<file path="src/rtl/piano_pkg.sv">
// Shared definitions for the piano voice scheduler.
//   KEY_W             : width of a key index carried per voice
//   RANK_W            : width of a voice age rank (up to 4 voices)
//   DB_CYCLES_DEFAULT : default consecutive-sample count for key debounce
//   voice_state_e     : per-voice FSM state
//   voice_t           : per-voice state, note and age rank
package piano_pkg;

  localparam int KEY_W             = 3;
  localparam int RANK_W            = 2;
  localparam int DB_CYCLES_DEFAULT = 4;

  typedef enum logic [1:0] {
    V_IDLE   = 2'd0,
    V_ACTIVE = 2'd1,
    V_GAP    = 2'd2
  } voice_state_e;

  typedef struct packed {
    voice_state_e        state;
    logic [KEY_W-1:0]    note;
    logic [RANK_W-1:0]   rank;  // 0 = youngest, NUM_VOICES-1 = oldest
  } voice_t;

endpackage

</file>
<file path="src/rtl/key_debounce.sv">
// Two-flop synchronizer followed by a consecutive-sample debouncer for one key.
//   clk      : system clock
//   rst      : synchronous active-high reset
//   i_sw     : raw asynchronous switch
//   o_key_db : debounced key level; toggles once DB_CYCLES consecutive
//              synchronized samples disagree with it
module key_debounce
  import piano_pkg::*;
#(
  parameter int DB_CYCLES = DB_CYCLES_DEFAULT
) (
  input  logic clk,
  input  logic rst,
  input  logic i_sw,
  output logic o_key_db
);

  localparam int CNT_W = (DB_CYCLES > 1) ? $clog2(DB_CYCLES) : 1;

  logic             r_sync1;
  logic             r_sync2;
  logic             r_db;
  logic [CNT_W-1:0] r_cnt;

  // NOTE: sequential state uses non-blocking assignments so every flop samples
  // the values from before the edge; blocking here would collapse the
  // synchronizer chain into a single flop.
  always_ff @(posedge clk) begin
    if (rst) begin
      r_sync1 <= 1'b0;
      r_sync2 <= 1'b0;
      r_db    <= 1'b0;
      r_cnt   <= '0;
    end else begin
      r_sync1 <= i_sw;
      r_sync2 <= r_sync1;
      if (r_sync2 == r_db) begin
        r_cnt <= '0;
      end else if (r_cnt == CNT_W'(DB_CYCLES - 1)) begin
        // This sample is the DB_CYCLES-th consecutive disagreement.
        r_db  <= ~r_db;
        r_cnt <= '0;
      end else begin
        r_cnt <= r_cnt + 1'b1;
      end
    end
  end

  assign o_key_db = r_db;

endmodule

</file>
<file path="src/rtl/note_voice_sched.sv">
// Polyphonic voice scheduler: debounces piano keys and assigns pressed keys
// to a small pool of voices, stealing the oldest sounding voice when full.
//   clk        : system clock
//   rst        : synchronous active-high reset
//   sw         : raw piano switches, bit k = key k
//   lfsr_en    : bit k high iff some voice is ACTIVE on key k
//   voice_en   : bit v high iff voice v is ACTIVE
//   voice_note : key index per voice (voice v at bits 3v+2:3v), 0 unless ACTIVE
//   steal      : one-cycle pulse while a stolen voice sits in its gap cycle
module note_voice_sched
  import piano_pkg::*;
#(
  parameter int NUM_KEYS   = 8,
  parameter int NUM_VOICES = 2,
  parameter int DB_CYCLES  = DB_CYCLES_DEFAULT
) (
  input  logic                        clk,
  input  logic                        rst,
  input  logic [NUM_KEYS-1:0]         sw,
  output logic [NUM_KEYS-1:0]         lfsr_en,
  output logic [NUM_VOICES-1:0]       voice_en,
  output logic [NUM_VOICES*KEY_W-1:0] voice_note,
  output logic                        steal
);

  logic [NUM_KEYS-1:0]   w_key_db;
  logic [NUM_KEYS-1:0]   r_key_prev;
  logic [NUM_KEYS-1:0]   r_pending;
  logic                  r_steal;
  voice_t                r_voice     [NUM_VOICES];

  logic [NUM_KEYS-1:0]   w_rise;
  logic [NUM_KEYS-1:0]   w_fall;
  logic [2**KEY_W-1:0]   w_fall_x;
  logic [NUM_KEYS-1:0]   w_pend;
  logic [NUM_KEYS-1:0]   w_pend_nxt;
  logic [NUM_KEYS-1:0]   w_sel;
  logic [KEY_W-1:0]      w_key;
  logic                  w_found;
  voice_t                w_post      [NUM_VOICES];
  voice_t                w_voice_nxt [NUM_VOICES];
  logic                  w_have_idle;
  logic [RANK_W-1:0]     w_idle_v;
  logic [RANK_W-1:0]     w_idle_rank;
  logic                  w_have_old;
  logic [RANK_W-1:0]     w_old_v;
  logic [RANK_W-1:0]     w_old_rank;
  logic                  w_do;
  logic [RANK_W-1:0]     w_tgt;
  logic [RANK_W-1:0]     w_tgt_rank;
  logic                  w_steal;

  for (genvar k = 0; k < NUM_KEYS; k++) begin : g_key
    key_debounce #(.DB_CYCLES(DB_CYCLES)) u_db (
      .clk      (clk),
      .rst      (rst),
      .i_sw     (sw[k]),
      .o_key_db (w_key_db[k])
    );
  end

  // Next-state logic: release, then allocate, then advance gap voices.
  // NOTE: every signal written here gets a default before any branch, so no
  // path leaves it unassigned and no latch is inferred.
  always_comb begin
    w_rise   = w_key_db & ~r_key_prev;
    w_fall   = ~w_key_db & r_key_prev;
    w_fall_x = '0;
    w_fall_x[NUM_KEYS-1:0] = w_fall;
    // A rise is serviceable in the same cycle it is seen; a fall drops it.
    w_pend   = (r_pending | w_rise) & ~w_fall;

    // Lowest-indexed pending key.
    w_found = 1'b0;
    w_key   = '0;
    w_sel   = '0;
    for (int k = NUM_KEYS - 1; k >= 0; k--) begin
      if (w_pend[k]) begin
        w_found  = 1'b1;
        w_key    = KEY_W'(k);
        w_sel    = '0;
        w_sel[k] = 1'b1;
      end
    end

    // Releases first so a freed voice is eligible this cycle; a gap voice
    // whose new key is already gone is released too.
    for (int v = 0; v < NUM_VOICES; v++) begin
      w_post[v] = r_voice[v];
      if (r_voice[v].state != V_IDLE && w_fall_x[r_voice[v].note]) begin
        w_post[v].state = V_IDLE;
      end
    end

    w_have_idle = 1'b0;
    w_idle_v    = '0;
    w_idle_rank = '0;
    for (int v = NUM_VOICES - 1; v >= 0; v--) begin
      if (w_post[v].state == V_IDLE) begin
        w_have_idle = 1'b1;
        w_idle_v    = RANK_W'(v);
        w_idle_rank = w_post[v].rank;
      end
    end

    // Oldest ACTIVE voice; gap voices are never candidates.
    w_have_old = 1'b0;
    w_old_v    = '0;
    w_old_rank = '0;
    for (int v = 0; v < NUM_VOICES; v++) begin
      if (w_post[v].state == V_ACTIVE && (!w_have_old || w_post[v].rank > w_old_rank)) begin
        w_have_old = 1'b1;
        w_old_v    = RANK_W'(v);
        w_old_rank = w_post[v].rank;
      end
    end

    w_do       = 1'b0;
    w_steal    = 1'b0;
    w_tgt      = '0;
    w_tgt_rank = '0;
    if (w_found && w_have_idle) begin
      w_do       = 1'b1;
      w_tgt      = w_idle_v;
      w_tgt_rank = w_idle_rank;
    end else if (w_found && w_have_old) begin
      w_do       = 1'b1;
      w_steal    = 1'b1;
      w_tgt      = w_old_v;
      w_tgt_rank = w_old_rank;
    end

    // Unserviced pending bits are held, not dropped.
    w_pend_nxt = w_do ? (w_pend & ~w_sel) : w_pend;

    for (int v = 0; v < NUM_VOICES; v++) begin
      w_voice_nxt[v] = w_post[v];
      if (w_post[v].state == V_GAP) begin
        w_voice_nxt[v].state = V_ACTIVE;
      end
      if (w_do) begin
        if (RANK_W'(v) == w_tgt) begin
          w_voice_nxt[v].state = w_steal ? V_GAP : V_ACTIVE;
          w_voice_nxt[v].note  = w_key;
          w_voice_nxt[v].rank  = '0;
        end else if (w_post[v].rank < w_tgt_rank) begin
          // Only voices younger than the target age, keeping a permutation.
          w_voice_nxt[v].rank = w_post[v].rank + 1'b1;
        end
      end
    end
  end

  always_ff @(posedge clk) begin
    if (rst) begin
      r_key_prev <= '0;
      r_pending  <= '0;
      r_steal    <= 1'b0;
      // NOTE: the voice table is a handful of flops, not a RAM, so it is reset
      // element by element; ranks restart as the identity permutation.
      for (int v = 0; v < NUM_VOICES; v++) begin
        r_voice[v].state <= V_IDLE;
        r_voice[v].note  <= '0;
        r_voice[v].rank  <= RANK_W'(v);
      end
    end else begin
      r_key_prev <= w_key_db;
      r_pending  <= w_pend_nxt;
      r_steal    <= w_steal;
      for (int v = 0; v < NUM_VOICES; v++) begin
        r_voice[v] <= w_voice_nxt[v];
      end
    end
  end

  // Outputs are decoded straight from registered voice state.
  always_comb begin
    lfsr_en    = '0;
    voice_en   = '0;
    voice_note = '0;
    for (int v = 0; v < NUM_VOICES; v++) begin
      if (r_voice[v].state == V_ACTIVE) begin
        voice_en[v]                    = 1'b1;
        voice_note[v*KEY_W +: KEY_W]   = r_voice[v].note;
        for (int k = 0; k < NUM_KEYS; k++) begin
          if (r_voice[v].note == KEY_W'(k)) lfsr_en[k] = 1'b1;
        end
      end
    end
  end

  assign steal = r_steal;

endmodule

</file>
<file path="config.mk">
export PLATFORM = sky130hd
export DESIGN_NAME = note_voice_sched
export DESIGN_NICKNAME = d
export VERILOG_FILES = /design/src/rtl/piano_pkg.sv /design/src/rtl/key_debounce.sv /design/src/rtl/note_voice_sched.sv
export SDC_FILE = /design/constraint.sdc
export NUM_CORES = 1
export LEC_CHECK = 0
export CORE_UTILIZATION = 54
export CTS_BUF_LIST = sky130_fd_sc_hd__clkbuf_2 sky130_fd_sc_hd__clkbuf_4 sky130_fd_sc_hd__clkbuf_8
export DETAILED_ROUTE_END_ITERATION = 6
export GPL_ROUTABILITY_DRIVEN = 0
export PLACE_DENSITY = 0.8
export SLEW_MARGIN = 10
export SYNTH_ARGS = -nofsm -noshare
export SYNTH_HDL_FRONTEND = slang
export SYNTH_SLANG_ARGS = --single-unit
</file>
<file path="constraint.sdc">
create_clock -name clk -period 3.6 [get_ports clk]
set_input_delay 0.72 -clock clk [delete_from_list [all_inputs] [get_ports clk]]
set_output_delay 0.72 -clock clk [all_outputs]
set_load 0.05 [all_outputs]
</file>
==> impl_metrics.csv <==
group,metric,value,unit
clock_tree,cts-root-buf,"clkbuf_8",
logic_synthesis,ys.flop_type,"dfxtp_1",
global_route,antenna_found_initial,0,
finish,antenna_cells,0,
floorplanning,fp.dieW,79.74,um
worst_setup_path,path_cells,"nand2b_4, mux4_2, mux2_4, nand3_2, ha_4, nor2b_4, o21ai_4, nand4_1, a31o_4, o21ai_4, a32o_1, nand2_2, ha_4, nor2_4, nand2_1, or4_1, o21ai_1",
floorplanning,rows,27,
global_route,grt.overflow.total,0,
logic_synthesis,synth_area,3263,sq um
sta,slew_headroom,28.37,%
clock_tree,clk_latency,0.35,ns
logic_synthesis,synth-seq-cells,71,
logic_synthesis,synth_edf_count,0,
logic_synthesis,synth_most_common_cell,"dfxtp_1",
place,numPortBuffers,26,
logic_synthesis,synthDistinctLibCells,49,
logic_synthesis,synth_commonest_cells,"dfxtp_1, nor2_1, nor2b_1",
sta,max_freq,267.4,MHz
logic_synthesis,synth.mux.area_fraction,7.324,%
run_status,violations,"setup timing",
hold_path,hold_class,"reg -> reg",
worst_setup_path,reg2reg_from,"g_key[3].u_db.o_key_db",
logic_synthesis,synth_top_family_by_area,"simple AND/OR/NAND/NOR gates",
finish,num-fill-cells,416,
job,drv_cap,0,
logic_synthesis,avgSynthCellArea,9.270,sq um
sta,fin_ws,-0.1393,ns
clock_tree,cts_tree,"done",
worst_setup_path,max_stage_delay,0.48,ns
sta,clock_skew,0.01229,ns
routing,wl_per_cell,14.67,um
routing,drtIter0Drc,265,
logic_synthesis,yosys.area.top_type_share,43.56,%
logic_synthesis,synthAdderAreaFrac,6.442,%
logic_synthesis,synthTopCellsByArea,"dfxtp_1, nor2b_1, ha_1, nor2_1, nand2b_1",
logic_synthesis,ys_seq_area_share,43.56,%
place,place_hpwl,4.580,mm
sta,fin_crit_sh,103.9,%
worst_setup_path,r2r_slack,-0.14,ns
routing,firstDrtPassIters,4,
floorplanning,die-area,6358,sq um
logic_synthesis,yosys_warnings,0,
worst_setup_path,crit_arrival,4.01,ns
routing,viasPerCell,5.484,
floorplanning,core-area,5675,sq um
worst_setup_path,worstPathMaxFanout,3,
clock_tree,cts_num_sinks,71,
finish,nets,428,
logic_synthesis,synth_compound_area_share,10.70,%
worst_setup_path,cp_slowest_cell,"mux4_2",
pwr,p_per_area,355.8,nW/um^2
run_status,run_status,"finished with violations",
logic_synthesis,synth_simple_gate_area_share,25.00,%
worst_setup_path,reg2reg_to,"r_voice[1][1]",
hold_path,hold_end,"g_key[3].u_db.r_cnt[0]",
sta,hold_viol,0,
clock_tree,cts_inserted_buffers,9,
routing,drc_errors,0,
logic_synthesis,synth_area_leader_cell,"dfxtp_1",
sta,setup_viol,2,
floorplanning,top_level_ports,27,
logic_synthesis,syn-num-nets,374,
finish,syn_to_final_growth,26.73,%
clock_tree,clk_pin_slew,0.07,ns
logic_synthesis,ys_async_sr_fraction,0,%
worst_setup_path,rr_worst_depth,17,
worst_setup_path,cp.required,3.87,ns
floorplanning,initial_core_util,57.50,%
place,dp_slack,-0.08671,ns
routing,route.vias.total,2649,
routing,ant_nets,0,
sta,fin_crit,3.739,ns
global_route,grt_pass1_vias,2594,
hold_path,min_from,"g_key[3].u_db.r_cnt[0]",
sta,tightest_slew,1.074,ns
finish,drive_above_1_share,22.63,%
sta,maxSlewViolCount,0,
worst_setup_path,worstSetupPathType,"reg -> reg",
logic_synthesis,synthXorXnorAreaFrac,2.147,%
sta,hold_slack,0.4182,ns
floorplanning,die_h,79.74,um
pwr,vdd_ir_drop_max,0.3091,mV
worst_setup_path,cp-end-kind,"flop",
worst_setup_path,startpoint_type,"flop",
global_route,grt_pass1_wl,11.44,mm
hold_path,min_path_cells,1,
clock_tree,hold_buffers,0,
logic_synthesis,synthCells,352,
routing,drt-total-wl,7.085,mm
pwr,p_leak,1.504,nW
clock_tree,cts_buffer_depth,2,
global_route,grt_use_total,23.61,%
clock_tree,h-tree-depth,3,
global_route,grt_max_degree,66,
sta,rsz0062_at_grt,"yes",
[worst max-delay path, delay by kind of cell (launching register included)]
kind / cells / cell delay, ns
AO/OA/AOI/OAI: 5 / 0.83
adder cells (fa/ha/maj): 2 / 0.48
flip-flops: 1 / 0.33
multiplexers: 2 / 0.79
AND/OR/NAND/NOR: 8 / 1.23
[kinds of logic after synthesis]
group | Yosys count
simple gates | 149
flops | 71
compound gates | 51
buf+inv | 38
fa+ha+maj | 18
mux | 17
xor+xnor | 8
[metrics by stage]
step	power (W)	setup TNS, ns	instance area [sq um]	cells	utilization, %
2_1_floorplan	0.0008405	-0.002615	3326	352	-
3_3_place_gp	0.0008518	0	3740	455	65.90
3_5_place_dp	0.0008537	-0.1372	3740	455	65.90
4_1_cts	0.001487	-0.01836	4035	479	71.10
5_1_grt	0.001534	-0.5411	4135	483	72.86
6_report	0.001471	-0.1495	4135	483	72.86
[report_power, final]
group | switching [W] | total, W | internal [W] | leakage (nW)
combinational | 0.0000166 | 0.0000345 | 0.0000179 | 0.824
sequential | 0.00000462 | 0.000801 | 0.000796 | 0.581
clock | 0.000296 | 0.000636 | 0.000341 | 0.0989
[layout make-up]
type | instances | area, sq um | share of cell area, %
Clock buffer | 10 | 137.6 | 3.328
Timing Repair Buffer | 57 | 488.0 | 11.80
Inverter | 24 | 90.09 | 2.179
Clock inverter | 6 | 67.56 | 1.634
Tap cell | 72 | 90.09 | 2.179
Multi-Input combinational cell | 243 | 1829 | 44.24
Sequential cell | 71 | 1433 | 34.64
[how the worst max path moves through the flow]
stage                           startpoint            end  slack, ns  depth (start not counted)
floorplan           g_key[3].u_db.o_key_db  r_voice[1][1]     -0.003                         17
global placement    g_key[0].u_db.o_key_db  r_voice[1][1]       0.04                         17
detailed placement  g_key[5].u_db.o_key_db  r_voice[1][1]      -0.09                         17
CTS                 g_key[0].u_db.o_key_db  r_voice[0][1]      -0.02                         17
global route        g_key[0].u_db.o_key_db  r_voice[1][1]      -0.25                         17
finish              g_key[3].u_db.o_key_db  r_voice[1][1]      -0.14                         17
[per-layer routing]
layer | GRT usage, % | wire, um
met5 | 0 | 0
met4 | 11.79 | 172
met3 | 5.943 | 373
met2 | 39.83 | 3589
met1 | 27.71 | 2949
[layout by cell type, fill, tap and decap left out, types with 5 or more instances in the layout]
master,count
nand4_1,5
nand2_1,16
xnor2_1,8
dfxtp_1,62
nor2_1,38
o22ai_1,7
clkbuf_8,10
buf_4,31
a21oi_1,14
maj3_1,6
inv_1,23
or3_1,8
nand3_1,8
ha_1,8
and2_1,7
nor2b_1,24
nor3_1,6
nand2b_1,14
dfxtp_2,9
o21ai_0,5
mux2i_1,10
clkdlybuf4s50_1,25
nand2b_4,7
a211oi_1,5
[registers in the layout (all words and copies together) (netlist names)]
name	cells
g_key.u_db.o_key_db	8
g_key.u_db.r_sync1	8
steal	1
g_key.u_db.r_cnt	16
r_pending	8
g_key.u_db.r_sync2	8
r_key_prev	8
r_voice	14
[timing repair]
item,4_1_cts,5_1_grt
gates resized for setup,6,12
endpoints found under the setup margin,3,4
pin swaps,6,8
hold endpoints to repair,0,0
buffers inserted,8,4
(Power assumes the default switching activity.)
